===== config.mk =====
export PLATFORM = sky130hd
export DESIGN_NAME = dec24_rr_arbiter_flat
export DESIGN_NICKNAME = d
export VERILOG_FILES = /design/src/rtl/dec24_rr_arbiter_if.sv /design/src/rtl/dec24_rr_arbiter.sv /design/src/flat_wrapper.sv
export SDC_FILE = /design/constraint.sdc
export NUM_CORES = 1
export LEC_CHECK = 0
export CAP_MARGIN = 15
export CORE_MARGIN = 3
export CORE_UTILIZATION = 59
export DETAILED_ROUTE_END_ITERATION = 16
export DONT_BUFFER_PORTS = 1
export PLACE_DENSITY = 0.85
export SETUP_SLACK_MARGIN = 0.2
export SLEW_MARGIN = 30
export SYNTH_ARGS = -nofsm -noshare
export SYNTH_HDL_FRONTEND = slang
export SYNTH_SLANG_ARGS = --single-unit

===== constraint.sdc =====
create_clock -name clk -period 1.85 [get_ports clk]
set_input_delay 0.555 -clock clk [delete_from_list [all_inputs] [get_ports clk]]
set_output_delay 0.555 -clock clk [all_outputs]
set_load 0.05 [all_outputs]

===== src/rtl/dec24_rr_arbiter_if.sv =====
// Request/grant bundle between four requesters and the round-robin arbiter.
//   req[3:0]     requester -> arbiter, level request per requester
//   done[3:0]    requester -> arbiter, release pulse per requester
//   gnt[3:0]     arbiter -> requesters, one-hot decode of {gnt_vld, gnt_idx}
//   gnt_idx[1:0] arbiter -> requesters, encoded owner index (decoder a)
//   gnt_vld      arbiter -> requesters, grant active (decoder e)
//   timeout      arbiter -> requesters, one-cycle forced-release pulse
interface dec24_rr_arbiter_if;
  localparam int unsigned N_REQ = 4;
  localparam int unsigned IDX_W = 2;

  logic [N_REQ-1:0] req;
  logic [N_REQ-1:0] done;
  logic [N_REQ-1:0] gnt;
  logic [IDX_W-1:0] gnt_idx;
  logic             gnt_vld;
  logic             timeout;

  // Requester side.
  modport master (
    output req,
    output done,
    input  gnt,
    input  gnt_idx,
    input  gnt_vld,
    input  timeout
  );

  // Arbiter side.
  modport slave (
    input  req,
    input  done,
    output gnt,
    output gnt_idx,
    output gnt_vld,
    output timeout
  );
endinterface


===== src/rtl/dec24_rr_arbiter.sv =====
// Four-requester round-robin arbiter driving a 2x4-decoder-selected resource.
// A grant is held until the owner pulses done, drops req, or the hold timer
// expires; priority then rotates to the requester after the released owner.
//   clk    rising-edge clock
//   rst_n  asynchronous active-low reset
//   bus    slave side of dec24_rr_arbiter_if (req/done in, grant signals out)
module dec24_rr_arbiter #(
  parameter int unsigned MAX_HOLD = 16,
  parameter int unsigned CNT_W    = 5
) (
  input  logic                  clk,
  input  logic                  rst_n,
  dec24_rr_arbiter_if.slave     bus
);

  localparam int unsigned N_REQ = 4;
  localparam int unsigned IDX_W = 2;

  // Counter value on the last permitted cycle of a grant.
  localparam logic [CNT_W-1:0] HOLD_LAST =
    (MAX_HOLD == 0) ? '0 : CNT_W'(MAX_HOLD - 1);

  typedef enum logic {
    IDLE = 1'b0,
    BUSY = 1'b1
  } state_e;

  state_e            state_q, state_d;
  logic [IDX_W-1:0]  idx_q, idx_d;
  logic              vld_q, vld_d;
  logic [N_REQ-1:0]  gnt_q, gnt_d;
  logic              timeout_q, timeout_d;
  logic [CNT_W-1:0]  cnt_q, cnt_d;
  logic [IDX_W-1:0]  ptr_q, ptr_d;

  logic              pick_vld;
  logic [IDX_W-1:0]  pick_idx;
  logic [IDX_W-1:0]  cand;
  logic              rel_done, rel_req, rel_to;

  // Rotated priority search: scan farthest offset first so the nearest
  // requester to ptr overwrites and wins.
  always_comb begin
    pick_vld = 1'b0;
    pick_idx = ptr_q;
    cand     = ptr_q;
    for (int k = N_REQ - 1; k >= 0; k--) begin
      cand = ptr_q + IDX_W'(k);
      if (bus.req[cand]) begin
        pick_vld = 1'b1;
        pick_idx = cand;
      end
    end
  end

  // Release sources; only the owner's lines matter.
  always_comb begin
    rel_done = bus.done[idx_q];
    rel_req  = ~bus.req[idx_q];
    rel_to   = (MAX_HOLD != 0) && (cnt_q == HOLD_LAST);
  end

  // Next-state and output logic.
  always_comb begin
    state_d   = state_q;
    idx_d     = idx_q;
    vld_d     = vld_q;
    cnt_d     = cnt_q;
    ptr_d     = ptr_q;
    timeout_d = 1'b0;
    gnt_d     = '0;

    case (state_q)
      IDLE: begin
        if (pick_vld) begin
          state_d = BUSY;
          idx_d   = pick_idx;
          vld_d   = 1'b1;
          cnt_d   = '0;
        end
      end
      BUSY: begin
        if (rel_done || rel_req || rel_to) begin
          state_d   = IDLE;
          vld_d     = 1'b0;
          ptr_d     = idx_q + IDX_W'(1);
          timeout_d = rel_to && !rel_done && !rel_req;
        end else if (cnt_q != '1) begin
          // Saturating so an unbounded hold (MAX_HOLD=0) never wraps.
          cnt_d = cnt_q + CNT_W'(1);
        end
      end
      default: begin
        state_d = IDLE;
        vld_d   = 1'b0;
      end
    endcase

    // 2x4 decode of {e, a}; registered so gnt is glitch-free.
    if (vld_d) begin
      gnt_d = N_REQ'(1) << idx_d;
    end
  end

  // State and output registers.
  always_ff @(posedge clk or negedge rst_n) begin
    if (!rst_n) begin
      state_q   <= IDLE;
      idx_q     <= '0;
      vld_q     <= 1'b0;
      gnt_q     <= '0;
      timeout_q <= 1'b0;
      cnt_q     <= '0;
      ptr_q     <= '0;
    end else begin
      state_q   <= state_d;
      idx_q     <= idx_d;
      vld_q     <= vld_d;
      gnt_q     <= gnt_d;
      timeout_q <= timeout_d;
      cnt_q     <= cnt_d;
      ptr_q     <= ptr_d;
    end
  end

  assign bus.gnt     = gnt_q;
  assign bus.gnt_idx = idx_q;
  assign bus.gnt_vld = vld_q;
  assign bus.timeout = timeout_q;

endmodule


===== src/flat_wrapper.sv =====
// flat-port wrapper written by rule: the top's interface ports become plain ports
module dec24_rr_arbiter_flat 
#(
  parameter int unsigned MAX_HOLD = 16,
  parameter int unsigned CNT_W    = 5
)
  (clk, rst_n, bus_req, bus_done, bus_gnt, bus_gnt_idx, bus_gnt_vld, bus_timeout);
  dec24_rr_arbiter_if bus_i ();
  input  logic clk;
  input  logic rst_n;
  input wire logic [$bits(bus_i.req)-1:0] bus_req;
  input wire logic [$bits(bus_i.done)-1:0] bus_done;
  output wire logic [$bits(bus_i.gnt)-1:0] bus_gnt;
  output wire logic [$bits(bus_i.gnt_idx)-1:0] bus_gnt_idx;
  output wire logic [$bits(bus_i.gnt_vld)-1:0] bus_gnt_vld;
  output wire logic [$bits(bus_i.timeout)-1:0] bus_timeout;
  assign bus_i.req = bus_req;
  assign bus_i.done = bus_done;
  assign bus_gnt = bus_i.gnt;
  assign bus_gnt_idx = bus_i.gnt_idx;
  assign bus_gnt_vld = bus_i.gnt_vld;
  assign bus_timeout = bus_i.timeout;
  dec24_rr_arbiter #(.MAX_HOLD(MAX_HOLD), .CNT_W(CNT_W)) u_core (.clk(clk), .rst_n(rst_n), .bus(bus_i));
endmodule

== Yosys cells after proc, flatten, opt, wreduce, memory -nomap -nowiden ==
Cells that the tools add are included.
Word-level totals
  register bits: 16
  output and inout bits: 8
  word-level logic and storage cells: 67
  input port bits: 10
Cells by class
  $lt $le $gt $ge: 5
  shift-type cells: 1
  $add $sub $neg: 5
  eq/ne operators: 5
  bitwise logic cells: 2
  multiplexer cells: 35
  reduce and logical (&&, ||, !) cells: 7
Operator list (number)
  1-bit two-way mux: 16
  2-bit by 3-bit less-than comparator with 1-bit output, second input constant: 5
  5-bit two-way mux: 3
  1-bit binary-select mux with 2-bit select: 6
  2-bit two-way mux: 6
  5-bit case mux with 2 select lines: 1
  5-bit by 1-bit adder with 5-bit output, second input constant: 1
  5-bit by 4-bit == test with 1-bit output, second input constant: 1
  5-bit != test, second input constant: 1
  2-bit by 1-bit adder with 2-bit output, second input constant: 2
  2-bit adder, second input constant: 2
  4-bit two-way mux: 1
  2-bit != test, second input constant: 2
  1-bit case mux with 2 select lines: 2
  1-bit by 2-bit << shifter with 4-bit output, first input constant: 1
  3-bit AND reduction: 1
  1-bit logical AND: 2
  1-bit logical OR: 2
  2-bit by 1-bit != test with 1-bit output, second input constant: 1
  1-bit NOT: 2
  2-bit AND reduction: 1
  1-bit zero test: 1

== Longest topological paths before layout ==
Gate-level depths: netlist of the first run.
  depth in word-level cells: 11
  depth in mapped cells: 7
  mapped depth without buffers: 7

== Least setup slack after synthesis of the first run ==
Ideal clock, no wire load.
  path type: reg2reg
  start: register u_core.idx_q[1], in the netlist u_core.bus.gnt_idx[1]
  end: register u_core.cnt_q[3]
  setup time: 0.119 ns
  path slack: -0.113 ns
  arrival time: 1.844 ns
  buffers on the path: 0
  period minus slack after synthesis: 1.963 ns
  cell stages (with the launch flop): 5
  cell sequence: dfrtp_1 mux4_2 nor4_2 xor2_1 and2_1
On the way
  word-level cells in the longest chain between the ends: 7
  elaborated cells between the ends (all ways): 9
Ends and longest elaborated chain
  from (decl): RTL line dec24_rr_arbiter.sv:29  | logic [IDX_W-1:0] idx_q, idx_d;
  from (signal assigned): RTL line dec24_rr_arbiter.sv:117  | idx_q <= idx_d;
  1-bit binary-select mux with 2-bit select: RTL line dec24_rr_arbiter.sv:59  | rel_req = ~bus.req[idx_q];
  1-bit two-way mux (not written as such): RTL line dec24_rr_arbiter.sv:59
  1-bit NOT: RTL line dec24_rr_arbiter.sv:59
  1-bit logical OR (*) (2 in series): RTL line dec24_rr_arbiter.sv:83  | if (rel_done || rel_req || rel_to) begin
  2-bit != test (no source line) (*)
  3-bit AND reduction (no source line) (*)
  to (signal assigned): RTL line dec24_rr_arbiter.sv:121  | cnt_q <= cnt_d;
  to (decl): RTL line dec24_rr_arbiter.sv:33  | logic [CNT_W-1:0] cnt_q, cnt_d;
Every way passes the cells marked *; elsewhere a longest branch is shown, timed or not. The select of a mux whose other input is x is not followed.
A chain may end at the register's enable or synchronous reset.

== Final worst setup path of the first run ==
  start: register u_core.cnt_q[1]
  end: register u_core.cnt_q[3]
On the way
  word-level cells in the longest chain between the ends: 4
  elaborated cells between the ends (all ways): 10
Ends and longest elaborated chain (RTL line)
  5-bit by 1-bit adder with 5-bit output or 5-bit by 4-bit == test with 1-bit output (tied branches): dec24_rr_arbiter.sv:90, dec24_rr_arbiter.sv:60
  5-bit two-way mux or 1-bit logical OR (tied branches): dec24_rr_arbiter.sv:88, dec24_rr_arbiter.sv:83
  5-bit two-way mux or 2-bit != test (tied branches)
  5-bit case mux with 2 select lines or 3-bit AND reduction (tied branches)
Several ways; a longest one is shown, not always the timed one. The select of a mux whose other input is x is not followed.

==> results of run 1 <==
-- state kept, by name, indices dropped and copies added (netlist names) --
signal / count
u_core.bus.gnt_idx: 2
u_core.bus.gnt_vld: 1
u_core.state_q: 1
u_core.bus.timeout: 1
u_core.bus.gnt: 4
u_core.cnt_q: 5
u_core.ptr_q: 2
-- cells in the mapped netlist --
library cell / instances
sky130_fd_sc_hd__o21ai_0: 4
sky130_fd_sc_hd__a221oi_2: 1
sky130_fd_sc_hd__a311oi_1: 1
sky130_fd_sc_hd__mux4_2: 1
sky130_fd_sc_hd__nand3_1: 1
sky130_fd_sc_hd__nor3_4: 1
sky130_fd_sc_hd__or2_2: 1
sky130_fd_sc_hd__nor2b_1: 5
sky130_fd_sc_hd__xnor2_1: 1
sky130_fd_sc_hd__nor2_1: 4
sky130_fd_sc_hd__nor3_1: 1
sky130_fd_sc_hd__dfrtp_1: 16
sky130_fd_sc_hd__o21bai_1: 1
sky130_fd_sc_hd__o31ai_1: 1
sky130_fd_sc_hd__o31a_1: 1
sky130_fd_sc_hd__ha_1: 3
sky130_fd_sc_hd__nor4_2: 1
sky130_fd_sc_hd__xor2_1: 1
sky130_fd_sc_hd__nor4_1: 1
sky130_fd_sc_hd__buf_2: 1
sky130_fd_sc_hd__and3_1: 1
sky130_fd_sc_hd__mux2i_1: 3
sky130_fd_sc_hd__a21boi_0: 1
sky130_fd_sc_hd__a31oi_1: 1
sky130_fd_sc_hd__and2_1: 2
sky130_fd_sc_hd__nand2b_1: 9
sky130_fd_sc_hd__nand2_1: 13
sky130_fd_sc_hd__inv_1: 3
-- metrics by stage --
step | std cells | worst slack, ns | cell area [sq um]
2_1_floorplan | 80 | 0.08603 | 835.8
3_3_place_gp | 97 | -0.02218 | 878.3
3_5_place_dp | 97 | -0.07079 | 878.3
4_1_cts | 104 | 0.1400 | 988.4
5_1_grt | 107 | 0.03122 | 1026
6_report | 107 | 0.1152 | 1026
-- power by group through the flow --
stage / Sequential [mW] / Combinational, mW / Clock (mW)
2_1_floorplan: 0.761 / 0.356 / 0
3_3_place_gp: 0.692 / 0.562 / 0
3_5_place_dp: 0.699 / 0.578 / 0
4_1_cts: 0.695 / 0.620 / 0.236
5_1_grt: 0.723 / 0.756 / 0.251
6_report: 0.704 / 0.701 / 0.235
-- worst register-to-register path, cell delays in order, from the launching register on --
cell	delay (ns)
sky130_fd_sc_hd__dfrtp_1	0.40
sky130_fd_sc_hd__ha_2	0.19
sky130_fd_sc_hd__and3_4	0.20
sky130_fd_sc_hd__ha_4	0.15
sky130_fd_sc_hd__nand2b_4	0.15
sky130_fd_sc_hd__buf_4	0.14
sky130_fd_sc_hd__nor4_4	0.15
sky130_fd_sc_hd__xor2_1	0.16
sky130_fd_sc_hd__and2_1	0.14
-- placed cells by master (no fill, tap or decap), types with 2 or more instances in the layout --
cell type / count
sky130_fd_sc_hd__dfrtp_1: 14
sky130_fd_sc_hd__nand2_1: 13
sky130_fd_sc_hd__buf_4: 9
sky130_fd_sc_hd__nand2b_1: 7
sky130_fd_sc_hd__nor2b_1: 5
sky130_fd_sc_hd__nor2_1: 4
sky130_fd_sc_hd__o21ai_0: 4
sky130_fd_sc_hd__inv_1: 3
sky130_fd_sc_hd__mux2i_1: 3
sky130_fd_sc_hd__clkbuf_4: 3
sky130_fd_sc_hd__nand2b_4: 2
sky130_fd_sc_hd__ha_4: 2
sky130_fd_sc_hd__dfrtp_2: 2
-- layer usage --
metal	track usage, %	vias up	part of all wire (%)
li1	-	301	-
met2	36.58	26	51
met3	4.979	4	7.2
met4	7.229	0	2.1
met1	27.37	303	40
met5	0	-	0
-- repair_timing --
item,CTS,global route
gates cloned,0,0
endpoints found under the setup margin,9,9
buffers inserted,2,3
pin swaps,7,3
hold buffers,1,0
gates resized for setup,8,3
hold endpoints to repair,16,0
-- logic make-up after synthesis --
kind of cell | Yosys count
and+or+nand+nor | 40
DFF | 16
AOI/OAI and AO/OA | 11
buffers and inverters | 4
muxes | 4
adders and majority gates | 3
xor gates and xnor gates | 2
-- cell type report --
| cell class | instances | area share, % |
|---|---|---|
| inverters | 3 | 1.098 |
| clock buffers | 4 | 3.537 |
| well taps | 14 | 1.707 |
| flip-flops and latches | 16 | 39.27 |
| multi-input cells | 60 | 46.83 |
| repair buffers | 10 | 7.561 |
-- worst max path at each step --
stage	from	to	cells after the start
final	u_core.cnt_q[1]	u_core.cnt_q[3]	8
after global routing	u_core.cnt_q[1]	u_core.cnt_q[2]	7
after CTS	u_core.cnt_q[1]	u_core.cnt_q[3]	7
after detailed placement	bus_done[3]	u_core.bus.gnt[1]	5
after global placement	bus_done[3]	u_core.bus.gnt[3]	5
after floorplan	bus_done[3]	u_core.bus.gnt[1]	5
==> flow_metrics.py, run 1 <==
metrics = {
    "route": {
        "avgViaCountPerCell": 5.925,
        "detail_route.wirelength_mm": 1.918,
        "routed_wire_length_per_instance_um": 17.93,
        "dr_total_vias": 634,
        "number_of_drc_markers_in_iteration_0": 16,
        "drt_pass1_iterations": 4,
        "ant_nets": 0,
        "drc": 0,
    },
    "timing": {
        "layout_worst_path_cycle_share_pct": 93.77,
        "fin_worst_hold_slack_ns": 0.5081,
        "rsz_0062_raised_after_global_routing": "yes",
        "sum_of_negative_setup_slack_ns": 0,
        "clock.fmax_mhz": 576.4,
        "timing.final.hold_violations": 0,
        "measured_slew_at_the_worst_slew_check_pin_ns": 0.7363,
        "finalClockSkew_ns": 0.007046,
        "final.min_clock_period_ns": 1.735,
        "relative_slew_slack_pct": 50.75,
        "finalMaxSlewViolations": 0,
        "finalSetupViolCount": 0,
    },
    "global_route": {
        "grt_max_degree": 17,
        "grt_first_pass_wirelength_mm": 2.967,
        "globalRouteTotalUtil_pct": 21.65,
        "globalRouteOverflowTotal": 0,
        "first_global_vias": 613,
        "initial_antenna_violation_count": 0,
    },
    "floorplanning": {
        "die_h_um": 43.44,
        "initial_core_utilization_pct": 68.85,
        "standard_cell_row_count": 12,
        "io_pins": 18,
        "floorplan.die.width_um": 43.44,
        "design.die.area_sq_um": 1887,
        "core_box_area_sq_um": 1201,
    },
    "synth": {
        "synthTopCellsByArea": "sky130_fd_sc_hd__dfrtp_1 (48%), sky130_fd_sc_hd__nand2b_1 (6.8%), sky130_fd_sc_hd__nand2_1 (5.9%)",
        "seq_area_frac_synth_pct": 48.41,
        "synth_mux_area_share_pct": 6.354,
        "post_synthesis_cell_type_count": 28,
        "synth_top_cell_area_share_pct": 48.41,
        "synth_adder_area_share_pct": 4.539,
        "synth_simple_gate_area_share_pct": 26.78,
        "synth_warnings": 0,
        "synthCells": 80,
        "dominant_combinational_cell_family_by_area_after_synthesis": "simple AND/OR/NAND/NOR gates",
        "yosys_register_bits": 16,
        "synthesis.nets": 93,
        "synth-compound-area-share_pct": 9.834,
        "synthesized_area_fraction_occupied_by_xor_and_xnor_cells_pct": 2.118,
        "post_synth.cell_area_avg_sq_um": 10.34,
        "mappedNetlistArea_sq_um": 827.0,
        "synth_largest_area_cell": "sky130_fd_sc_hd__dfrtp_1",
    },
    "status": {
        "status": "completed",
    },
    "clock_network": {
        "numClockSinks": 16,
        "clock_tree.root_cell": "sky130_fd_sc_hd__clkbuf_4",
        "cts_max_path_buffers": 2,
        "worst_setup_hold_path_clk_slew_ns": 0.10,
        "clkLatencyLatePin_ns": 0.29,
        "tritoncts": "built",
        "clock_tree.htree_level_count": 1,
        "clock_buffer_count_from_cts": 3,
    },
    "setup_path": {
        "regToRegSetupSlack_ns": 0.12,
        "criticalPathCategory": "register to register",
        "endpoint_kind": "register",
        "timing.critical_path.max_delay_family": "simple AND/OR/NAND/NOR gates",
        "cp_slowest_stage_delay_ns": 0.40,
        "cp_cell_sequence": "ha_2, and3_4, ha_4, nand2b_4, buf_4, nor4_4, xor2_1, and2_1",
        "worst_ep_required_time_ns": 2.08,
        "timing.critical_path.from_type": "register",
        "timing.rr.start": "u_core.cnt_q[1]",
        "reg_to_reg_end": "u_core.cnt_q[3]",
        "critPathMaxFanout": 2,
        "worst_r2r_path_depth": 8,
        "arrival_ns": 1.97,
        "timing.critical_path.slowest_stage_cell": "sky130_fd_sc_hd__dfrtp_1",
        "critPathBufInv": 1,
    },
    "hold_path": {
        "hold_path.class": "register to register",
        "hold_start": "u_core.cnt_q[2]",
        "whs_endpoint": "u_core.cnt_q[2]",
        "number_of_instances_on_the_worst_hold_path": 1,
    },
    "final_layout": {
        "area_delta_synth_final_pct": 24.05,
        "fillers": 71,
        "layout.nets": 107,
        "final_util_pct": 85.42,
        "post_route_cells_drive_above_1_share_pct": 29.03,
        "diodes": 0,
        "layout.area.seq_sq_um": 402.9,
        "multiInputGateArea_sq_um": 480.5,
    },
    "pwr": {
        "total_leakage_power_nw": 0.4600,
        "internal_power_contribution_mw": 0.8827,
        "switchingPower_mw": 0.7567,
        "power.switching_fraction_pct": 46.16,
        "power_density_nw_per_um2": 1598,
        "seq_power_share_pct": 43.0,
        "power_mw": 1.639,
        "max-vdd-ir-drop_mv": 0.9891,
        "p_comb_share_pct": 42.7,
        "power.share.clock_pct": 14.3,
    },
    "place": {
        "place.detailed.hpwl_mm": 1.156,
        "gp_routability_congestion": 0.8060,
        "place.port_buffers": 0,
    },
    "flow_run": {
        "timing.max_cap.violations": 0,
    },
}
(Power assumes the default switching activity.)
==> run 2: changes to the inputs <==
--- a/config.mk
+++ b/config.mk
@@ -8,11 +8,12 @@
 export CAP_MARGIN = 15
 export CORE_MARGIN = 3
 export CORE_UTILIZATION = 59
+export CTS_BUF_LIST = sky130_fd_sc_hd__clkbuf_16
 export DETAILED_ROUTE_END_ITERATION = 16
 export DONT_BUFFER_PORTS = 1
 export PLACE_DENSITY = 0.85
 export SETUP_SLACK_MARGIN = 0.2
-export SLEW_MARGIN = 30
+export SLEW_MARGIN = 0
 export SYNTH_ARGS = -nofsm -noshare
 export SYNTH_HDL_FRONTEND = slang
 export SYNTH_SLANG_ARGS = --single-unit
==> run 2 against run 1 <==
  * Critical path depth decreased by 1
  * Count of clock-buffer cells in the layout is 1 lower
  * Wire length is 11% higher
  * The flow now finishes with violations (negative setup slack)
  * Via count is 7.9% higher
  * Critical path type unchanged
  * Sequential power barely moved
==> flow_metrics.py, run 2 (synthesis gave the netlist of run 1 again) <==
metrics = {
    "floorplanning": {
        "floorplan.die.width_um": 43.44,
        "initial_core_utilization_pct": 68.85,
        "core_box_area_sq_um": 1201,
        "standard_cell_row_count": 12,
        "design.die.area_sq_um": 1887,
        "io_pins": 18,
        "die_h_um": 43.44,
    },
    "clock_network": {
        "clock_tree.root_cell": "sky130_fd_sc_hd__clkbuf_16",
        "clock_buffer_count_from_cts": 3,
        "clkLatencyLatePin_ns": 0.25,
        "cts_max_path_buffers": 2,
        "clock_tree.htree_level_count": 1,
        "tritoncts": "built",
        "numClockSinks": 16,
        "worst_setup_hold_path_clk_slew_ns": 0.05,
    },
    "timing": {
        "finalClockSkew_ns": 0.005115,
        "worst_slack_ns": -0.001503,
        "layout_worst_path_cycle_share_pct": 100.1,
        "fin_worst_hold_slack_ns": 0.5117,
        "finalSetupViolCount": 1,
        "measured_slew_at_the_worst_slew_check_pin_ns": 0.7203,
        "final.min_clock_period_ns": 1.852,
        "relative_slew_slack_pct": 51.57,
        "rsz_0062_raised_after_global_routing": "yes",
        "finalMaxSlewViolations": 0,
        "clock.fmax_mhz": 540.1,
        "timing.final.hold_violations": 0,
    },
    "pwr": {
        "total_leakage_power_nw": 0.4814,
        "power_density_nw_per_um2": 1707,
        "max-vdd-ir-drop_mv": 1.390,
    },
    "setup_path": {
        "endpoint_kind": "register",
        "critPathMaxFanout": 2,
        "arrival_ns": 2.03,
        "regToRegSetupSlack_ns": -0.002,
        "timing.rr.start": "u_core.cnt_q[1]",
        "timing.critical_path.slowest_stage_cell": "sky130_fd_sc_hd__dfrtp_1",
        "reg_to_reg_end": "u_core.cnt_q[3]",
        "cp_cell_sequence": "ha_2, and3_4, ha_4, nand2b_4, nor4_4, xor2_1, and2_1",
        "critPathBufInv": 0,
        "worst_ep_required_time_ns": 2.03,
        "timing.critical_path.from_type": "register",
        "cp_slowest_stage_delay_ns": 0.39,
        "worst_r2r_path_depth": 7,
        "criticalPathCategory": "register to register",
        "timing.critical_path.max_delay_family": "simple AND/OR/NAND/NOR gates",
    },
    "place": {
        "place.port_buffers": 0,
        "place_inst": 97,
        "pre_cts_ws_ns": -0.07079,
        "gp_routability_congestion": 0.8060,
        "place.detailed.hpwl_mm": 1.156,
    },
    "final_layout": {
        "mostFrequentLayoutCell": "sky130_fd_sc_hd__dfrtp_1",
        "layout.cells.most_common_list": "sky130_fd_sc_hd__dfrtp_1 (15), sky130_fd_sc_hd__nand2_1 (13), sky130_fd_sc_hd__buf_4 (8)",
        "layout.nets": 108,
        "area_delta_synth_final_pct": 30.86,
        "post_route_cells_drive_above_1_share_pct": 28.72,
        "top_register": "u_core.cnt_q",
        "diodes": 0,
        "stdcell_count": 108,
        "max_reg_flops": 5,
    },
    "hold_path": {
        "whs_endpoint": "u_core.ptr_q[0]",
        "hold_path.class": "register to register",
        "number_of_instances_on_the_worst_hold_path": 2,
        "hold_start": "u_core.ptr_q[0]",
    },
    "global_route": {
        "globalRouteTotalUtil_pct": 21.65,
        "initial_antenna_violation_count": 0,
        "first_global_vias": 655,
        "grt_max_degree": 17,
        "grt_first_pass_wirelength_mm": 3.008,
        "globalRouteOverflowTotal": 0,
    },
    "route": {
        "dr_total_vias": 684,
        "routed_wire_length_per_instance_um": 19.66,
        "drc": 0,
        "drt_pass1_iterations": 4,
        "avgViaCountPerCell": 6.333,
        "detail_route.wirelength_mm": 2.123,
        "ant_nets": 0,
        "number_of_drc_markers_in_iteration_0": 21,
    },
    "flow_run": {
        "timing.max_cap.violations": 0,
    },
    "status": {
        "violated_checks": "negative setup slack",
        "status": "complete, but fails checks",
    },
}
==> run 2: layout make-up <==
type	instances	area [sq um]
repair buffers	11	101.3
clock inverters	1	3.754
fillers	52	118.9
clock buffers	3	75.07
multi-input cells	60	471.7
well taps	14	17.52
inverters	3	11.26
flip-flops and latches	16	401.6
==> run 2: worst max-delay path by stage <==
stage / from / endpoint / slack, ns / cells past startpoint
after floorplan: bus_done[3] / u_core.bus.gnt[1] / 0.09 / 5
after detailed placement: bus_done[3] / u_core.bus.gnt[1] / -0.07 / 5
after global placement: bus_done[3] / u_core.bus.gnt[3] / -0.02 / 5
after global routing: u_core.cnt_q[1] / u_core.bus.gnt[1] / -0.08 / 7
after CTS: u_core.cnt_q[1] / u_core.cnt_q[3] / 0.14 / 7
final: u_core.cnt_q[1] / u_core.cnt_q[3] / -0.002 / 7
==> run 2: tightest hold or removal path, cell delays in order, from the launching register on <==
cell                      delay [ns]
sky130_fd_sc_hd__dfrtp_1        0.35
sky130_fd_sc_hd__nand2_1        0.06
sky130_fd_sc_hd__o21ai_0        0.06
==> run 2: through the flow <==
stage	setup TNS (ns)	power, mW	util [%]	instance area (sq um)
after global placement	-0.03050	1.255	73.13	878.3
final	-0.001503	1.848	90.10	1082
after CTS	0	1.740	85.00	1021
after floorplan	0	1.117	-	835.8
after global routing	-0.1850	1.953	90.10	1082
after detailed placement	-0.1741	1.277	73.13	878.3
==> run 2: repair_timing <==
| item | CTS | global route |
|---|---|---|
| endpoints found under the hold margin | 0 | 16 |
| resized for setup | 9 | 4 |
| hold buffers | 0 | 1 |
| pin swaps | 5 | 4 |
| buffers inserted | 2 | 4 |
| endpoints found under the setup margin | 9 | 11 |
==> run 2: layer usage <==
layer	part of all wire [%]	vias up	track usage [%]
met5	0	-	0
met4	0.71	0	7.831
met3	9.8	2	7.884
met2	52	46	33.92
met1	38	334	27.64
li1	-	302	-
==> run 2: power breakdown <==
| group | internal, mW | leakage [nW] | switching [mW] | total [mW] |
|---|---|---|---|---|
| Sequential | 0.464 | 0.207 | 0.238 | 0.702 |
| Clock | 0.286 | 0.0385 | 0.133 | 0.420 |
| Combinational | 0.298 | 0.235 | 0.428 | 0.726 |
==> run 3: changes to the inputs <==
--- a/config.mk
+++ b/config.mk
@@ -5,10 +5,12 @@
 export SDC_FILE = /design/constraint.sdc
 export NUM_CORES = 1
 export LEC_CHECK = 0
+export ABC_CLOCK_PERIOD_IN_PS = 1850
 export CAP_MARGIN = 15
 export CORE_MARGIN = 3
 export CORE_UTILIZATION = 59
 export CTS_BUF_LIST = sky130_fd_sc_hd__clkbuf_16
+export CTS_CLUSTER_DIAMETER = 50
 export DETAILED_ROUTE_END_ITERATION = 16
 export DONT_BUFFER_PORTS = 1
 export PLACE_DENSITY = 0.85
==> results of run 3 <==
Final layout, timing and power as in run 2 (identical DEF).
==> edit, RTL diff (flow settings as in run 2) <==
`CNT_W` is set to 5 in 2 places; all go to 10.
--- a/src/rtl/dec24_rr_arbiter.sv
+++ b/src/rtl/dec24_rr_arbiter.sv
@@ -6,7 +6,7 @@
 //   bus    slave side of dec24_rr_arbiter_if (req/done in, grant signals out)
 module dec24_rr_arbiter #(
   parameter int unsigned MAX_HOLD = 16,
-  parameter int unsigned CNT_W    = 5
+  parameter int unsigned CNT_W    = 10
 ) (
   input  logic                  clk,
   input  logic                  rst_n,
--- a/src/flat_wrapper.sv
+++ b/src/flat_wrapper.sv
@@ -2,7 +2,7 @@
 module dec24_rr_arbiter_flat 
 #(
   parameter int unsigned MAX_HOLD = 16,
-  parameter int unsigned CNT_W    = 5
+  parameter int unsigned CNT_W    = 10
 )
   (clk, rst_n, bus_req, bus_done, bus_gnt, bus_gnt_idx, bus_gnt_vld, bus_timeout);
   dec24_rr_arbiter_if bus_i ();
Check against the original RTL: no difference found for any inputs over 10 cycles, from zero or initial values and one cycle with rst_n low; that may be too few to reach the edited logic, so the function may still have changed.
==> edit against run 2 <==
- the flow still finishes with violations (negative setup slack)
- synthesized area rose by 38%
- die area increased by 32%
- critical endpoint is now u_core.cnt_q[9]$_DFFE_PN0P_
- worst setup slack worse by 0.15 ns
- wire length is 82% higher
- count of clock-buffer cells in the layout unchanged
- synthesized cell count rose by 48%
- sequential cell count grew 5
- via count grew 80%
- core utilization decreased by 0.84 points
- total power up 29%
- clock power is 13% higher
- design area up 47%
- sequential power increased by 21%
==> edit: results (changes against run 2) <==
Status = finished, violations left (unchanged)
Failing checks = negative setup slack (unchanged)
Met2 WL = 1713 um (was 1094 um)
Hold crit path type = input pin to async pin (was flop to flop)
Setup-failing EPs final = 15 (was 1)
Crit path largest cell delay = 0.53 ns (was 0.39 ns)
Post-CTS Hold Buffers = 1 (was 0)
First-pass GRT wire length = 5630 um (was 3008 um)
Layout fillers = 67 (was 52)
Multi-input gate share of the layout cell area = 44.26% (was 43.58%)
Post-Syn Nets = 129 (was 93)
Worst reg2reg startpoint = u_core.cnt_q[2]$_DFFE_PN0P_ (was u_core.cnt_q[1]$_DFFE_PN0P_)
Final setup margin = -0.1486 ns (was -0.001503 ns)
# placed instances = 159 (was 97)
Relative slew slack = 37.04% (was 51.57%)
Post-synthesis compound-gate area fraction = 17.00% (was 9.834%)
Hold slack = 0.5104 ns (was 0.5117 ns)
Worst Setup Slack post-DPL = -0.3433 ns (was -0.07079 ns)
Clk tree area frac = 5.189% (was 7.283%)
Final setup TNS = -0.8819 ns (was -0.001503 ns)
Switching Power = 1.082 mW (was 799.2 uW)
Clock Skew = 0.005381 ns (was 0.005115 ns)
Reg2Reg Depth = 4 (was 7)
GR Util met2 = 47.14% (was 33.92%)
Share of layout cells above drive strength 1 = 39.73% (was 28.72%)
#MultiIn Comb = 90 (was 60)
Detailed Route Iter0 Violations = 79 (was 21)
Largest register FFs = 10 (was 5)
Adder-Cell Fraction of Synth Area = 1.096% (was 4.539%)
Pre-Repair DR Iteration Count = 5 (was 4)
Multiplexer share of the synthesized area = 2.851% (was 6.354%)
Wire length on met1 = 1509 um (was 804 um)
Vias in the first global route = 1,142 (was 655)
Met3 routed WL = 431 um (was 208 um)
Max FO, Critical Path = 6 (was 2)
edit: cell types whose count changed after synthesis, sizes merged, moves of 3 or more:
| cell | run 2 | this run |
|---|---|---|
| o21a | 0 | 3 |
| nand2b | 9 | 6 |
| nor4 | 2 | 5 |
| dfrtp | 16 | 21 |
| or4 | 0 | 6 |
| nand2 | 13 | 10 |
| o31ai | 1 | 7 |
| a21oi | 0 | 8 |
| o21ai | 4 | 9 |
| or2 | 1 | 4 |
edit: how the worst min path moves through the flow:
stage	endpoint	depth (start not counted)
2_1_floorplan	u_core.bus.gnt[0]$_DFF_PN0_	0
3_3_place_gp	u_core.bus.gnt[0]$_DFF_PN0_	0
3_5_place_dp	u_core.bus.timeout$_DFF_PN0_	0
4_1_cts	u_core.ptr_q[0]$_DFFE_PN0P_	2
5_1_grt	u_core.ptr_q[0]$_DFFE_PN0P_	2
6_report	u_core.bus.gnt[0]$_DFF_PN0_	1
